**src/rtl/costas_acq_ctrl.sv**
```systemverilog
// costas_acq_ctrl: Costas loop acquisition sweep and windowed lock controller
// Ports:
//   clk, reset_n      8 MHz clock, synchronous active-low reset
//   start, abort      acquisition start pulse; abort level forces IDLE
//   di, dq            signed 26-bit phase-detector low-pass outputs
//   carrier           registered NCO centre phase increment
//   loop_clr          loop-filter integrator clear
//   gain_sel          loop-filter gear, 0 = wide, 1 = narrow
//   locked            lock flag
//   sweep_wrap        one-cycle pulse when every bin has failed
//   state             FSM state encoding
// Define ACQ_SWEEP_EN to enable the frequency-bin sweep; otherwise k stays 0.
module costas_acq_ctrl #(
  parameter logic [29:0] CENTER_WORD = 30'd268435456,
  parameter logic [29:0] STEP_WORD = 30'd268435,
  parameter int MAX_BIN = 4,
  parameter int WIN_LOG2 = 10,
  parameter logic [25:0] LOCK_TH = 26'd1048576,
  parameter int SETTLE_CYC = 4096,
  parameter int LOCK_CNT = 4,
  parameter int LOSS_CNT = 2
) (
  input logic clk,
  input logic reset_n,
  input logic start,
  input logic abort,
  input logic signed [25:0] di,
  input logic signed [25:0] dq,
  output logic [29:0] carrier,
  output logic loop_clr,
  output logic gain_sel,
  output logic locked,
  output logic sweep_wrap,
  output logic [2:0] state
);
  localparam int AW = 27 + WIN_LOG2;
  localparam int SW = $clog2(SETTLE_CYC + 1);
  localparam int PW = $clog2(LOCK_CNT + 1);
  localparam int FW = $clog2(LOSS_CNT + 1);
  localparam logic signed [AW-1:0] TH = AW'(LOCK_TH);
  typedef enum logic [2:0] {
    IDLE = 3'd0, CLEAR = 3'd1, SETTLE = 3'd2, DWELL = 3'd3, LOCKED = 3'd4, NEXT_BIN = 3'd5
  } state_t;
`ifdef ACQ_SWEEP_EN
  localparam state_t FAIL_ST = NEXT_BIN;
`else
  localparam state_t FAIL_ST = CLEAR;
`endif
  state_t st, st_nx;
  logic [SW-1:0] scnt;
  logic [WIN_LOG2-1:0] wcnt;
  logic [PW-1:0] pcnt;
  logic [FW-1:0] fcnt;
  logic signed [AW-1:0] acc, acc_sum, mean;
  logic signed [26:0] e;
  logic win_end, pass, in_win;
  // |x| with the most negative code saturating so it fits the 26-bit magnitude
  function automatic logic [25:0] mag(input logic signed [25:0] x);
    return x == {1'b1, 25'd0} ? 26'h1ffffff : x[25] ? 26'(-x) : x;
  endfunction
  assign state = st;
  assign e = $signed({1'b0, mag(di)}) - $signed({1'b0, mag(dq)});
  // Window decision uses the sum including the current (last) sample
  assign acc_sum = acc + AW'(e);
  assign mean = acc_sum >>> WIN_LOG2;
  assign pass = mean > TH;
  assign in_win = st == DWELL || st == LOCKED;
  assign win_end = in_win && wcnt == '1;
  always_comb begin
    st_nx = st;
    case (st)
      IDLE: st_nx = start ? CLEAR : IDLE;
      CLEAR: st_nx = SETTLE;
      SETTLE: st_nx = scnt == SW'(SETTLE_CYC - 1) ? DWELL : SETTLE;
      DWELL: st_nx = !win_end ? DWELL : !pass ? FAIL_ST : pcnt == PW'(LOCK_CNT - 1) ? LOCKED : DWELL;
      LOCKED: st_nx = win_end && !pass && fcnt == FW'(LOSS_CNT - 1) ? CLEAR : LOCKED;
      NEXT_BIN: st_nx = CLEAR;
      default: st_nx = IDLE;
    endcase
    if (abort) st_nx = IDLE;
  end
  always_ff @(posedge clk) begin
    if (!reset_n) begin
      st <= IDLE;
      scnt <= '0;
      wcnt <= '0;
      acc <= '0;
      pcnt <= '0;
      fcnt <= '0;
      loop_clr <= 1'b1;
      gain_sel <= 1'b0;
      locked <= 1'b0;
    end else begin
      st <= st_nx;
      scnt <= st == SETTLE ? scnt + 1'b1 : '0;
      // Window restarts on any state change, including DWELL -> LOCKED
      if (!in_win || st_nx != st || win_end) begin
        wcnt <= '0;
        acc <= '0;
      end else begin
        wcnt <= wcnt + 1'b1;
        acc <= acc_sum;
      end
      pcnt <= st != DWELL ? '0 : win_end && pass ? pcnt + 1'b1 : pcnt;
      fcnt <= st != LOCKED ? '0 : !win_end ? fcnt : pass ? '0 : fcnt + 1'b1;
      loop_clr <= st_nx == IDLE || st_nx == CLEAR;
      gain_sel <= st_nx == LOCKED;
      locked <= st_nx == LOCKED;
    end
  end
`ifdef ACQ_SWEEP_EN
  localparam logic signed [3:0] MB = 4'(MAX_BIN);
  logic signed [3:0] k, k_nx;
  logic signed [34:0] off;
  logic adv, wrap_nx;
  // Sweep order 0, +1, -1, +2, -2, ..., +MAX_BIN, -MAX_BIN, 0
  always_comb begin
    adv = st == NEXT_BIN && st_nx == CLEAR;
    wrap_nx = adv && k == -MB;
    k_nx = st_nx == IDLE ? 4'sd0 : !adv ? k : k > 0 ? -k : k == -MB ? 4'sd0 : 4'sd1 - k;
    off = 35'(k_nx) * $signed(35'(STEP_WORD));
  end
  always_ff @(posedge clk) begin
    if (!reset_n) begin
      k <= '0;
      carrier <= CENTER_WORD;
      sweep_wrap <= 1'b0;
    end else begin
      k <= k_nx;
      carrier <= CENTER_WORD + off[29:0];
      sweep_wrap <= wrap_nx;
    end
  end
`else
  always_ff @(posedge clk) begin
    carrier <= CENTER_WORD;
    sweep_wrap <= 1'b0;
  end
`endif
endmodule

```
**config.mk**
```make
export PLATFORM = sky130hd
export DESIGN_NAME = costas_acq_ctrl
export DESIGN_NICKNAME = d
export VERILOG_FILES = /design/src/rtl/costas_acq_ctrl.sv
export SDC_FILE = /design/constraint.sdc
export NUM_CORES = 1
export LEC_CHECK = 0
export ABC_AREA = 0
export BUFFER_PORTS_ARGS = -buffer_cell sky130_fd_sc_hd__buf_2
export CAP_MARGIN = 5
export CELL_PAD_IN_SITES_DETAIL_PLACEMENT = 2
export CELL_PAD_IN_SITES_GLOBAL_PLACEMENT = 2
export CORE_AREA = 2 2 183 140
export CTS_CLUSTER_DIAMETER = 30
export DETAILED_ROUTE_END_ITERATION = 6
export DIE_AREA = 0 0 185 142
export HOLD_SLACK_MARGIN = 0.12
export PLACE_DENSITY_LB_ADDON = 0.1
export SYNTH_ARGS = -nofsm -noshare
export SYNTH_HDL_FRONTEND = slang
export SYNTH_SLANG_ARGS = --single-unit
```
**constraint.sdc**
```tcl
create_clock -name clk -period 9.65 [get_ports clk]
set_clock_uncertainty 0.15 [all_clocks]
set_input_delay 2.4125 -clock clk [delete_from_list [all_inputs] [get_ports clk]]
set_output_delay 2.4125 -clock clk [all_outputs]
set_load 0.02 [all_outputs]
```
==> flow_results.org, run 1 <==
** GRT
- The first global-routing pass estimated 47,900 µm of wire.
- Remaining global-route overflow :: 0
- The number of antenna violations at the first check in global routing came to 0.
- Largest net degree at the start of global routing :: 48
- Across every metal layer, demand over resource in global routing totals 23.0%.
- The via count of the first global-routing pass was 8,925.

** Timing
- At the pin with the least slew margin, the transition time is 0.656 ns.
- Static timing analysis puts the maximum clock frequency at 102 MHz.
- The number of slew-limit violations in the final report was 0.
- Fin crit period :: 9.78 ns
- Final hold analysis gives a worst-case slack of 0.319 ns.
- The hold violation total from the final report was 0.
- After layout, the worst path uses 101% of the clock period.
- Setup violations remaining at the end of the flow were counted as 9.
- Across all setup checks in the final design, the least slack found is -0.128 ns.
- The worst pin sits at a relative slew slack of 55.9%.
- Setup repair after global routing could not meet its margin everywhere.

** Final layout
- The finished layout holds 1,629 standard cells, fillers aside.
- For this run, the post-layout net count is 1,416.
- With fillers left out, the area of the finished cells amounts to 0.0109 mm².
- In the layout the commonest cells are sky130_fd_sc_hd__buf_4 (244), sky130_fd_sc_hd__nor2_1 (119), sky130_fd_sc_hd__nand2_1 (78).
- Of the cells placed in the final design, the portion with a size suffix greater than 1 is 35.2%.
- Counting the fill cells in the layout gives 2,820.
- Ant. Diodes :: 0
- Utilization of the core after routing :: 44.3%
- Leaving out fill and tap cells, the most frequent cell in the layout is sky130_fd_sc_hd__buf_4.
- Syn-to-layout area delta :: 44.9%

** Logic synthesis
- Count of state elements after synthesis :: 70
- Cell count after synthesis :: 993
- Portion of the post-synthesis area used by sequential elements :: 18.7%
- Number of flops mapped to enable cells by yosys :: 0
- After synthesis, the share of flip-flops with an asynchronous set or reset is 0%.
- For this run, the number of Yosys warnings is 0.
- Counting distinct cell types in the post-synthesis netlist gives 84.
- The most used flip-flop cell after synthesis is sky130_fd_sc_hd__dfxtp_1.
- After synthesis, the mean cell area works out to 7.55 µm².
- After synthesis the cells add up to 0.00750 mm².

** Job
- Max-cap violations in this run came to 0.

** Critical path
- The number of cells on the worst reg-to-reg path is 16.
- Critical Path Most Common Cell :: sky130_fd_sc_hd__buf_6
- Data arrival at the endpoint of the critical path :: 9.91 ns
- The endpoint identified for the worst register-to-register timing path is loop_clr.
- Setup slack of the worst register-to-register path :: 5.40 ns
- The worst register-to-register path begins at acc[0].
- On the worst path, the slowest cell contributes a delay of 0.47 ns.
- The critical path is of the input pin to flip-flop type.
- The most critical setup path has its startpoint at dq[0].
- The critical path ends at loop_clr.
- Critical Path Slowest Stage Cell :: sky130_fd_sc_hd__o41ai_4
- Crit Path Max Fanout :: 6
- Kind of end point of the critical path :: flip-flop
- For the worst setup path, the data required time is 9.78 ns.
- STA classifies the critical path startpoint as an input pin.

** Placement
- The HPWL after detailed placement is 22,200 µm.
- Placement-stage cell area :: 0.00958 mm²
- Routability Congestion :: 0.817
- Cells after DPL :: 1,573
- Port Buf Inserts :: 61

** Routing
- Routed via count :: 8,323
- The detail route stage leaves a number of antenna-violating nets equal to 0.
- Number of remaining DRC errors :: 0
- Initial detailed-routing violation count :: 292
- Per-cell via count in the routed design :: 5.11
- Summed over all layers, the routed wires come to 30,400 µm.
- Routed len/inst :: 18.7 µm
- The first TritonRoute pass finished after 4 iterations.

** CTS
- After clock tree synthesis, the clock-pin slew on the worst setup and hold paths is 0.06 ns.
- Total CTS buffers :: 9
- Clk sink count :: 70
- The clock passes through at most 2 buffers.
- Skew-Pair Late Insertion Delay :: 0.36 ns
- CTS Root Cell :: sky130_fd_sc_hd__clkbuf_16
- In this run, post-CTS hold repair placed 0 buffers.
- In this run the number of H-tree levels came out at 3.
- TritonCTS built the clock tree.

** Power
- Power density over the cells :: 157 mW/mm²
- Leakage power :: 4.90 nW
- After layout, the design draws a total of 1.71 mW.
- Peak ir drop on the vdd network :: 0.0909 mV

** Die
- I/O pin count :: 93
- The die covers 0.0263 mm².
- Die X :: 185 µm
- Core Box Area :: 0.0245 mm²
- Cell row count :: 50
- The die is 142 µm tall.
- Starting utilization of the core area :: 30.6%

** Hold path
- Kind of path behind the tightest hold check :: flip-flop to flip-flop

** Outcome
- The run finished, with violations left.
- The final reports fail on negative setup slack.
==> power by group <==
group,switching [mW],internal (mW),total (mW)
Sequential,0.000837,0.290,0.290
Combinational,0.531,0.492,1.02
Clock,0.143,0.248,0.392
Total,0.676,1.03,1.71
==> cells by family after synthesis <==
family | Yosys count | share of synthesized area [%]
muxes | 11 | 1.50
and+or+nand+nor | 391 | 26.0
buffers and inverters | 99 | 7.18
DFF | 70 | 18.7
xor gates and xnor gates | 100 | 11.7
other | 2 | 0.100
adders and majority gates | 74 | 12.5
AOI/OAI and AO/OA | 246 | 22.3
==> layout make-up <==
cell class	instances	area (µm²)	area share (%)
inverter	32	125	1.15
clock buffer	12	267	2.45
sequential	70	1400	12.9
tap	338	423	3.89
clock inverter	4	77.6	0.714
timing repair buffer	320	2330	21.4
multi-input combinational	853	6240	57.5
==> layer usage <==
layer,GRT usage (%),up-vias,part of all wire (%)
li1,-,4073,-
met1,32.0,4131,49
met2,38.3,91,48
met3,3.07,28,2.3
met4,4.14,0,1.2
met5,0,-,0
==> stage by stage <==
| step | worst slack (ns) | setup TNS (ns) |
|---|---|---|
| 4_1_cts | -0.0305 | -0.0305 |
| 3_3_place_gp | -1.04 | -10.08 |
| 2_1_floorplan | 0.00881 | 0 |
| 5_1_grt | -0.392 | -3.15 |
| 6_report | -0.128 | -0.819 |
| 3_5_place_dp | -1.29 | -12.90 |
==> how the worst min path moves through the flow <==
stage	start	cells after the start	to	slack [ns]
global placement	scnt[0]	1	scnt[0]	0.29
detailed placement	pcnt[2]	2	pcnt[2]	0.31
global route	pcnt[2]	2	pcnt[2]	0.35
finish	pcnt[2]	2	pcnt[2]	0.32
floorplan	scnt[0]	1	scnt[0]	0.28
CTS	pcnt[2]	2	pcnt[2]	0.32
==> flip-flops by register name, summed over array words and instances, names as in the netlist <==
signal    flops
scnt         13
acc          37
fcnt          2
loop_clr      1
state         3
wcnt         10
pcnt          3
locked        1
==> cell usage after synthesis (15+ instances only) <==
master,count,share of area (%)
sky130_fd_sc_hd__o31ai_1,16,1.6
sky130_fd_sc_hd__o21ai_0,52,3.5
sky130_fd_sc_hd__clkbuf_1,24,1.2
sky130_fd_sc_hd__ha_1,72,12
sky130_fd_sc_hd__nor2_1,126,6.3
sky130_fd_sc_hd__inv_1,32,1.6
sky130_fd_sc_hd__xnor2_1,55,6.4
sky130_fd_sc_hd__a21o_1,21,2.1
sky130_fd_sc_hd__nand2_1,83,4.2
sky130_fd_sc_hd__nand3_1,36,2.4
sky130_fd_sc_hd__xor2_1,45,5.3
sky130_fd_sc_hd__nor3_1,20,1.3
sky130_fd_sc_hd__buf_4,33,3.3
sky130_fd_sc_hd__a21oi_1,59,3.9
sky130_fd_sc_hd__dfxtp_1,70,19
sky130_fd_sc_hd__nor2b_1,17,1.4
sky130_fd_sc_hd__nand2b_1,15,1.3
==> what timing repair did <==
action	4_1_cts	5_1_grt
setup endpoints to repair	11	11
resized for setup	97	43
buffers inserted	25	17
pin swaps	49	41
==> worst max-delay path: cells and delay by family <==
| kind | cells | cell delay [ns] |
|---|---|---|
| XOR/XNOR | 1 | 0.13 |
| adder cells (fa/ha/maj) | 3 | 0.70 |
| buffers and inverters | 8 | 0.98 |
| AO/OA/AOI/OAI | 11 | 2.56 |
| AND/OR/NAND/NOR | 13 | 3.12 |
Note: power is estimated with default switching activity, not from simulation.
==> run 2, diff against run 1 <==
Settings changed: CTS_BUF_LIST set to sky130_fd_sc_hd__clkbuf_16.
==> run 2 against run 1 <==
The flow still finishes with violations (negative setup slack). Final area down 1.1%. Routed wire length up 2.0%. Core utilization down 0.48 points. Maximum frequency down 1.1%. Register-to-register slack better by 0.03 ns. Global-route usage up 0.35 points. Cell count down 0.31%. Critical path depth unchanged. Clock power down 5.4%. First-iteration DRC count up 13%. Non-clock buffer count down 5. Flip-flop and latch count unchanged.
==> flow_results.org, run 2 (synthesis gave the netlist of run 1 again) <==
** Routing
- The post-detailed-route count of antenna-violating nets was 0 (unchanged).
- The count of unresolved DRC violations after routing is 0 (unchanged).
- Initial detailed-routing violation count :: 331 (+13%)
- The total vias in the final route was 8,271 (-0.62%).
- The number of detailed-route iterations in the first pass is 4 (unchanged).
- The post-detailed-route wirelength per cell was 19.1 µm (+2.3%).
- Per-cell via count in the routed design :: 5.09 (-0.32%)
- Post-Route WL :: 31,000 µm (+2.0%)

** Timing
- The setup violation total in the final timing report is 10 (+1).
- Accumulated negative setup slack :: -1.56 ns (-0.739 ns)
- Tightest slew margin relative to the limit :: 50.9% (-5.0 points)
- The minimum setup slack in the final design came to -0.233 ns (-0.105 ns).
- RSZ-0062 raised after global routing :: yes
- Portion of the clock cycle consumed by the worst path in the final layout :: 102% (+1.1 points)
- Fin crit period :: 9.88 ns (+0.105 ns)
- The fmax is 101 MHz (-1.1%).
- The number of slew-limit violations in the final report came to 0 (unchanged).
- The slew at the pin closest to its max-slew limit is 0.730 ns (+0.0745 ns).
- The hold violation total from the final report was 0 (unchanged).

** Power
- The proportion of total power due to net switching came to 40.4% (+0.75 points).
- The leakage component of the power came to 4.81 nW (-1.9%).
- Peak ir drop on the vdd network :: 0.0961 mV (+5.7%)
- Net load switching power :: 0.673 mW (-0.41%)
- Internal power component :: 0.994 mW (-3.5%)
- Fraction of power consumed by the clock network :: 22.2% (-0.8 points)
- The relative contribution of combinational cells to total power came to 60.3% (+0.3 points).
- Power density over the cells :: 155 mW/mm² (-1.2%)
- Seq pwr share :: 17.4% (+0.4 points)

** Outcome
- Run status :: complete, but fails checks
- The final reports fail on negative setup slack.

** Critical path
- The worst setup path is captured at a flip-flop.
- Critical Path Slowest Stage Cell :: sky130_fd_sc_hd__or4_4
- In this run the worst setup path begins at dq[0].
- The largest stage delay on the critical path came to 0.57 ns (+0.10 ns).
- Data arrival at the endpoint of the critical path :: 10.02 ns (+0.11 ns)
- Type of the worst setup path :: input pin to flip-flop
- Beginning of the worst register-to-register path :: acc[0]
- Setup crit start kind :: input pin
- Critical path required time :: 9.79 ns (about the same)
- The peak fanout along the critical path is 14 (+8).

** Placement
- The routability congestion estimate from global placement was 0.817 (unchanged).
- The instance area after placement is 0.00958 mm² (unchanged).
- Placed wire-length estimate :: 22,200 µm (unchanged)
- The worst slack after detailed placement was -1.29 ns (unchanged).
- The number of buffer cells added on primary ports came to 61 (unchanged).
- The post-placement cell count was 1,573 (unchanged).

** CTS
- Clk sink count :: 70 (unchanged)
- The number of buffers between clock root and the deepest sink is 2 (unchanged).
- The tree is rooted in a sky130_fd_sc_hd__clkbuf_16.
- Clock-pin slew reported for the worst setup and hold paths after clock tree synthesis :: 0.06 ns (about the same)
- Total CTS buffers :: 9 (unchanged)
- Skew-Pair Late Insertion Delay :: 0.36 ns (about the same)
- Clock tree from TritonCTS :: built
- The number of hold buffers added after CTS was 0 (unchanged).
- CTS HTree Levels :: 3 (unchanged)

** Die
- The width of the die is 185 µm (unchanged).
- I/O pin count :: 93 (unchanged)
- The site row count came to 50 (unchanged).
- The effective utilization at floorplan came to 30.6% (unchanged).
- Core Box Area :: 0.0245 mm² (unchanged)
- The vertical die dimension was 142 µm (unchanged).
- The full die area was 0.0263 mm² (unchanged).

** Final layout
- Leading cell types in the layout, fill and taps excluded :: sky130_fd_sc_hd__buf_4 (241), sky130_fd_sc_hd__nor2_1 (121), sky130_fd_sc_hd__nand2_1 (80)
- Syn-to-layout area delta :: 43.3%
- Largest registers :: acc (37), scnt (13), wcnt (10)
- The utilization after layout was 43.8% (-0.48 points).
- Number of standard cells in the layout, taps in and fillers out :: 1,624 (-0.31%)
- The number of flip-flops in the largest register came to 37 (unchanged).
- Count of fill cells added during filler insertion :: 2,852 (+1.1%)
- Biggest register :: acc
- Most common cell after layout, fill and taps aside :: sky130_fd_sc_hd__buf_4
- Total number of nets in the final design :: 1,411 (-0.35%)
- Post-route cell area :: 0.0107 mm² (-1.1%)
- Layout cell share with drive strength beyond 1 :: 34.5% (-0.64 points)
- The antenna diode instance count was 0 (unchanged).

** GRT
- The via count of the first global-routing pass was 9,005 (+0.90%).
- Remaining global-route overflow :: 0 (unchanged)
- First-pass GRT wire length :: 48,500 µm (+1.3%)
- The global-route usage over all layers is 23.4% (+0.35 points).
- Largest net degree at the start of global routing :: 48 (unchanged)
- The number of antenna violations at the first check in global routing was 0 (unchanged).

** Hold path
- The tightest min-delay check is of the flip-flop to flip-flop type.
- The startpoint identified for the worst hold timing path is pcnt[1].

** Job
- The count of maximum capacitance violations is 0 (unchanged).
[run 2: cell types whose count changed in the layout (fill, tap and decap cells not counted), sizes merged]
| cell | change |
|---|---|
| clkinv | +3 |
| buf | -5 |
| clkbuf | -3 |
[run 2: routing by layer]
| layer | GRT usage [%] | up-vias | part of all wire, % |
|---|---|---|---|
| li1 | - | 4070 | - |
| met1 | 32.1 | 4089 | 48 |
| met2 | 39.1 | 90 | 48 |
| met3 | 3.58 | 22 | 2.8 |
| met4 | 4.30 | 0 | 0.96 |
| met5 | 0 | - | 0 |
[run 2: worst max-delay path: cells and delay by family]
kind | cells | cell delay [ns]
AOI/OAI and AO/OA | 10 | 2.11
adders and majority gates | 3 | 0.81
and+or+nand+nor | 15 | 3.73
buffers and inverters | 8 | 0.94
[run 2: per-stage QoR]
step                      hold WS, ns  power, mW
final                           0.321       1.67
after global routing            0.348       1.77
after CTS                       0.323       1.62
after detailed placement        0.314       1.14
after global placement          0.293       1.12
after floorplan                 0.280      0.774
[run 2: worst paths after layout]
check                                end  depth (start not counted)  slack, ns
worst min-delay path             pcnt[1]                          2       0.32
worst min register to register   pcnt[1]                          2       0.32
worst max-delay path            loop_clr                         36      -0.23
worst max register to register  loop_clr                         15       5.43
[run 2: cell type report]
| class | instances | area [µm²] | share of cell area, % |
|---|---|---|---|
| Timing Repair Buffer | 315 | 2300 | 21.4 |
| Inverter | 32 | 128 | 1.19 |
| Clock inverter | 7 | 88.8 | 0.827 |
| Tap cell | 338 | 423 | 3.93 |
| Sequential cell | 70 | 1400 | 13.0 |
| Clock buffer | 9 | 225 | 2.10 |
| Multi-Input combinational cell | 853 | 6180 | 57.5 |
[run 2: timing repair]
action,4_1_cts,5_1_grt
pin swaps,44,35
gates resized for setup,101,29
buffers inserted,29,8
endpoints found under the setup margin,11,11
[run 2: power groups by stage]
stage | Clock, mW | Sequential, mW | Combinational [mW]
floorplan | 0 | 0.297 | 0.477
global placement | 0 | 0.297 | 0.824
detailed placement | 0 | 0.297 | 0.846
CTS | 0.378 | 0.290 | 0.951
global route | 0.391 | 0.290 | 1.09
finish | 0.371 | 0.290 | 1.01
==> run 3, diff against run 2 <==
Settings changed: BUFFER_PORTS_ARGS -buffer_cell sky130_fd_sc_hd__buf_2 to -buffer_cell sky130_fd_sc_hd__buf_4, TNS_END_PERCENT set to 30.
==> run 3 against run 2 <==
The run still ends with negative setup slack left. Die area did not move. Final area fell by 0.62%. Hold slack got worse by 0.0047 ns. Global-route usage shrank 1.3 points. Sequential share of layout area rose by 0.081 points. Via count grew 0.19%. First-iteration DRC count up 7.3%. Core utilization shrank 0.27 points. Maximum frequency up 1.0%.
==> flow_results.org, run 3 (synthesis gave the netlist of run 1 again) <==
** Timing
- The minimum setup slack in the final design is -0.133 ns (+0.0996 ns).
- Fin crit period :: 9.78 ns (-0.0996 ns)
- Tightest slew margin relative to the limit :: 50.6% (-0.33 points)
- Peak clock frequency supported by timing :: 102 MHz (+1.0%)
- Count of pins over their slew limit :: 0 (unchanged)
- The setup violation total in the final timing report is 9 (-1).
- Slew at the pin closest to its max-slew limit :: 0.734 ns (+0.00378 ns)
- Final hold violation count :: 0 (unchanged)
- RSZ-0062 raised after global routing :: yes
- Portion of the clock cycle consumed by the worst path in the final layout :: 101% (-1.0 points)

** Outcome
- Run status :: complete, but fails checks
- Failing checks :: negative setup slack

** GRT
- The global-route usage over all layers is 22.1% (-1.3 points).
- The via count of the first global-routing pass came to 8,872 (-1.5%).
- Remaining global-route overflow :: 0 (unchanged)
- Largest net degree at the start of global routing :: 48 (unchanged)
- The number of antenna violations at the first check in global routing was 0 (unchanged).
- First-pass GRT wire length :: 46,500 µm (-4.1%)

** Routing
- Per-cell via count in the routed design :: 5.13 (+0.75%)
- Routed via count :: 8,287 (+0.19%)
- The number of DRC markers after the initial detailed-route iteration was 355 (+7.3%).
- Count of TritonRoute iterations in the first routing pass :: 4 (unchanged)
- Post-Route WL :: 30,300 µm (-2.4%)
- Number of remaining DRC errors :: 0 (unchanged)
- The post-detailed-route wirelength per cell is 18.8 µm (-1.9%).
- The post-detailed-route count of antenna-violating nets was 0 (unchanged).

** Power
- The leakage component of the power was 4.81 nW (about the same).
- The total design power was 1.62 mW (-2.7%).
- Switching fraction of total power :: 40.7% (+0.30 points)
- The fraction of power consumed by the clock network is 20.7% (-1.5 points).
- Power density over the cells :: 152 mW/mm² (-2.1%)
- The peak supply drop came to 0.0930 mV (-3.3%).
- Comb power frac :: 61.4% (+1.1 points)
- The sequential group share of total power is 17.9% (+0.5 points).
- The internal power consumption was 0.962 mW (-3.2%).
- Net load switching power :: 0.659 mW (-2.0%)

** Final layout
- The total area of sequential cells came to 0.00140 mm² (unchanged).
- Biggest register :: acc
- The utilization after layout was 43.6% (-0.27 points).
- Leaving out fill and tap cells, the most frequent cell in the layout is sky130_fd_sc_hd__buf_4.
- In the layout the commonest cells are sky130_fd_sc_hd__buf_4 (294), sky130_fd_sc_hd__nor2_1 (120), sky130_fd_sc_hd__nand2_1 (82).
- Syn-to-layout area delta :: 42.4%
- Count of fill cells added during filler insertion :: 2,845 (-0.25%)
- The layout net count came to 1,402 (-0.64%).
- The largest registers in the layout are acc (37), scnt (13), wcnt (10).
- The antenna diode instance count was 0 (unchanged).
- The share of layout cells above drive strength 1 was 32.7% (-1.9 points).
- Number of flip-flops under the largest register name :: 37 (unchanged)
- Multi-input gate area :: 0.00608 mm² (-1.7%)

** Critical path
- The reg-to-reg setup timing slack was 5.46 ns (+0.03 ns).
- Critical path required time :: 9.73 ns (-0.06 ns)
- Critical path launch point :: dq[0]
- Critical Path Most Common Cell :: sky130_fd_sc_hd__buf_4
- The number of cells on the worst reg-to-reg path was 15 (unchanged).
- In this run the critical register-to-register path is captured at loop_clr.
- The largest stage delay on the critical path is 0.44 ns (-0.13 ns).
- The startpoint identified for the worst register-to-register timing path is acc[1].
- Critical Path Slowest Stage Cell :: sky130_fd_sc_hd__or3b_4
- The worst setup path is captured at a flip-flop.
- Crit Path Max Fanout :: 6 (-8)
- STA classifies the critical path startpoint as an input pin.
- Data arrival at the endpoint of the critical path :: 9.87 ns (-0.15 ns)
- Type of the worst setup path :: input pin to flip-flop

** Placement
- Placed wire-length estimate :: 22,700 µm (+2.1%)
- The number of buffer cells added on primary ports came to 61 (unchanged).
- Setup WS pre-CTS :: -1.19 ns (+0.0969 ns)
- Routability Congestion :: 0.803 (-1.7%)

** Die
- I/O pin count :: 93 (unchanged)
- Starting utilization of the core area :: 30.6% (unchanged)
- Core Box Area :: 0.0245 mm² (unchanged)
- The full die area is 0.0263 mm² (unchanged).
- The site row count came to 50 (unchanged).
- Die Y-Extent :: 142 µm (unchanged)
- The width of the die came to 185 µm (unchanged).

** Hold path
- The cell count of the worst hold path came to 2 (unchanged).
- Startpoint of the lowest-slack hold path :: pcnt[2]
- Hold EP :: pcnt[2]
- The tightest min-delay check is of the flip-flop to flip-flop type.

** CTS
- The number of buffers between clock root and the deepest sink came to 2 (unchanged).
- The clock slew at the register clock pins of the worst setup and hold paths is 0.06 ns (about the same).
- Clock tree from TritonCTS :: built
- CTS Root Cell :: sky130_fd_sc_hd__clkbuf_16
- The source-to-sink clock delay at the later pin of the worst-skew pair was 0.34 ns (-0.02 ns).
- The CTS buffer count was 9 (unchanged).
- The number of clock sinks seen by CTS is 70 (unchanged).
- CTS HTree Levels :: 3 (unchanged)
- The number of hold buffers added after CTS is 0 (unchanged).

** Job
- Max-Cap Viols :: 0 (unchanged)
## run 3: changes by cell type in the layout (fill, tap and decap cells not counted), moves of 4 or more
cell / before / now
sky130_fd_sc_hd__buf_4: 241 / 294
sky130_fd_sc_hd__buf_6: 13 / 9
sky130_fd_sc_hd__ha_4: 5 / 1
sky130_fd_sc_hd__buf_2: 58 / 0
sky130_fd_sc_hd__a21oi_2: 15 / 11
## run 3: cell type report
cell class / count / area share [%]
Clock inverter: 7 / 0.609
Tap cell: 338 / 3.96
Clock buffer: 9 / 2.11
Timing Repair Buffer: 306 / 22.1
Sequential cell: 70 / 13.1
Inverter: 32 / 1.22
Multi-Input combinational cell: 853 / 56.9
## run 3: per-stage QoR
| step | instances | setup TNS, ns | hold WS [ns] | area, µm² |
|---|---|---|---|---|
| after CTS | 1599 | -0.0331 | 0.319 | 10300 |
| after global routing | 1615 | -4.37 | 0.345 | 10700 |
| after floorplan | 1022 | 0 | 0.280 | 7620 |
| after global placement | 1574 | -9.17 | 0.294 | 9750 |
| final | 1615 | -0.741 | 0.317 | 10700 |
| after detailed placement | 1574 | -11.93 | 0.306 | 9750 |
## run 3: power groups by stage
stage | clock, mW | sequential (mW) | combinational (mW)
after floorplan | 0 | 0.297 | 0.477
after global placement | 0 | 0.297 | 0.836
after detailed placement | 0 | 0.297 | 0.861
after CTS | 0.345 | 0.290 | 0.910
after global routing | 0.360 | 0.290 | 1.08
final | 0.336 | 0.290 | 0.995
## run 3: routing by layer
layer / GRT usage [%] / up-vias / wire length (µm)
met4: 3.34 / 0 / 329
met5: 0 / - / 0
li1: - / 4048 / -
met3: 3.20 / 24 / 966
met2: 36.7 / 99 / 14500
met1: 30.8 / 4116 / 14400
## run 3: worst max path at each step
| stage | to | slack [ns] |
|---|---|---|
| 6_report | loop_clr | -0.13 |
| 5_1_grt | loop_clr | -0.50 |
| 4_1_cts | loop_clr | -0.02 |
| 3_5_place_dp | loop_clr | -1.19 |
| 3_3_place_gp | locked | -0.96 |
| 2_1_floorplan | loop_clr | 0.009 |
## run 3: worst max-delay path: cells and delay by family
family / cells / cell delay [ns]
AO/OA/AOI/OAI: 17 / 3.08
AND/OR/NAND/NOR: 10 / 2.50
buffers and inverters: 8 / 0.97
adder cells (fa/ha/maj): 3 / 0.71
XOR/XNOR: 1 / 0.17
## run 3: repair_timing
| item | in CTS | in global routing |
|---|---|---|
| pin swaps | 25 | 42 |
| setup buffers | 9 | 17 |
| resized for setup | 54 | 54 |
| setup endpoints to repair | 11 | 10 |
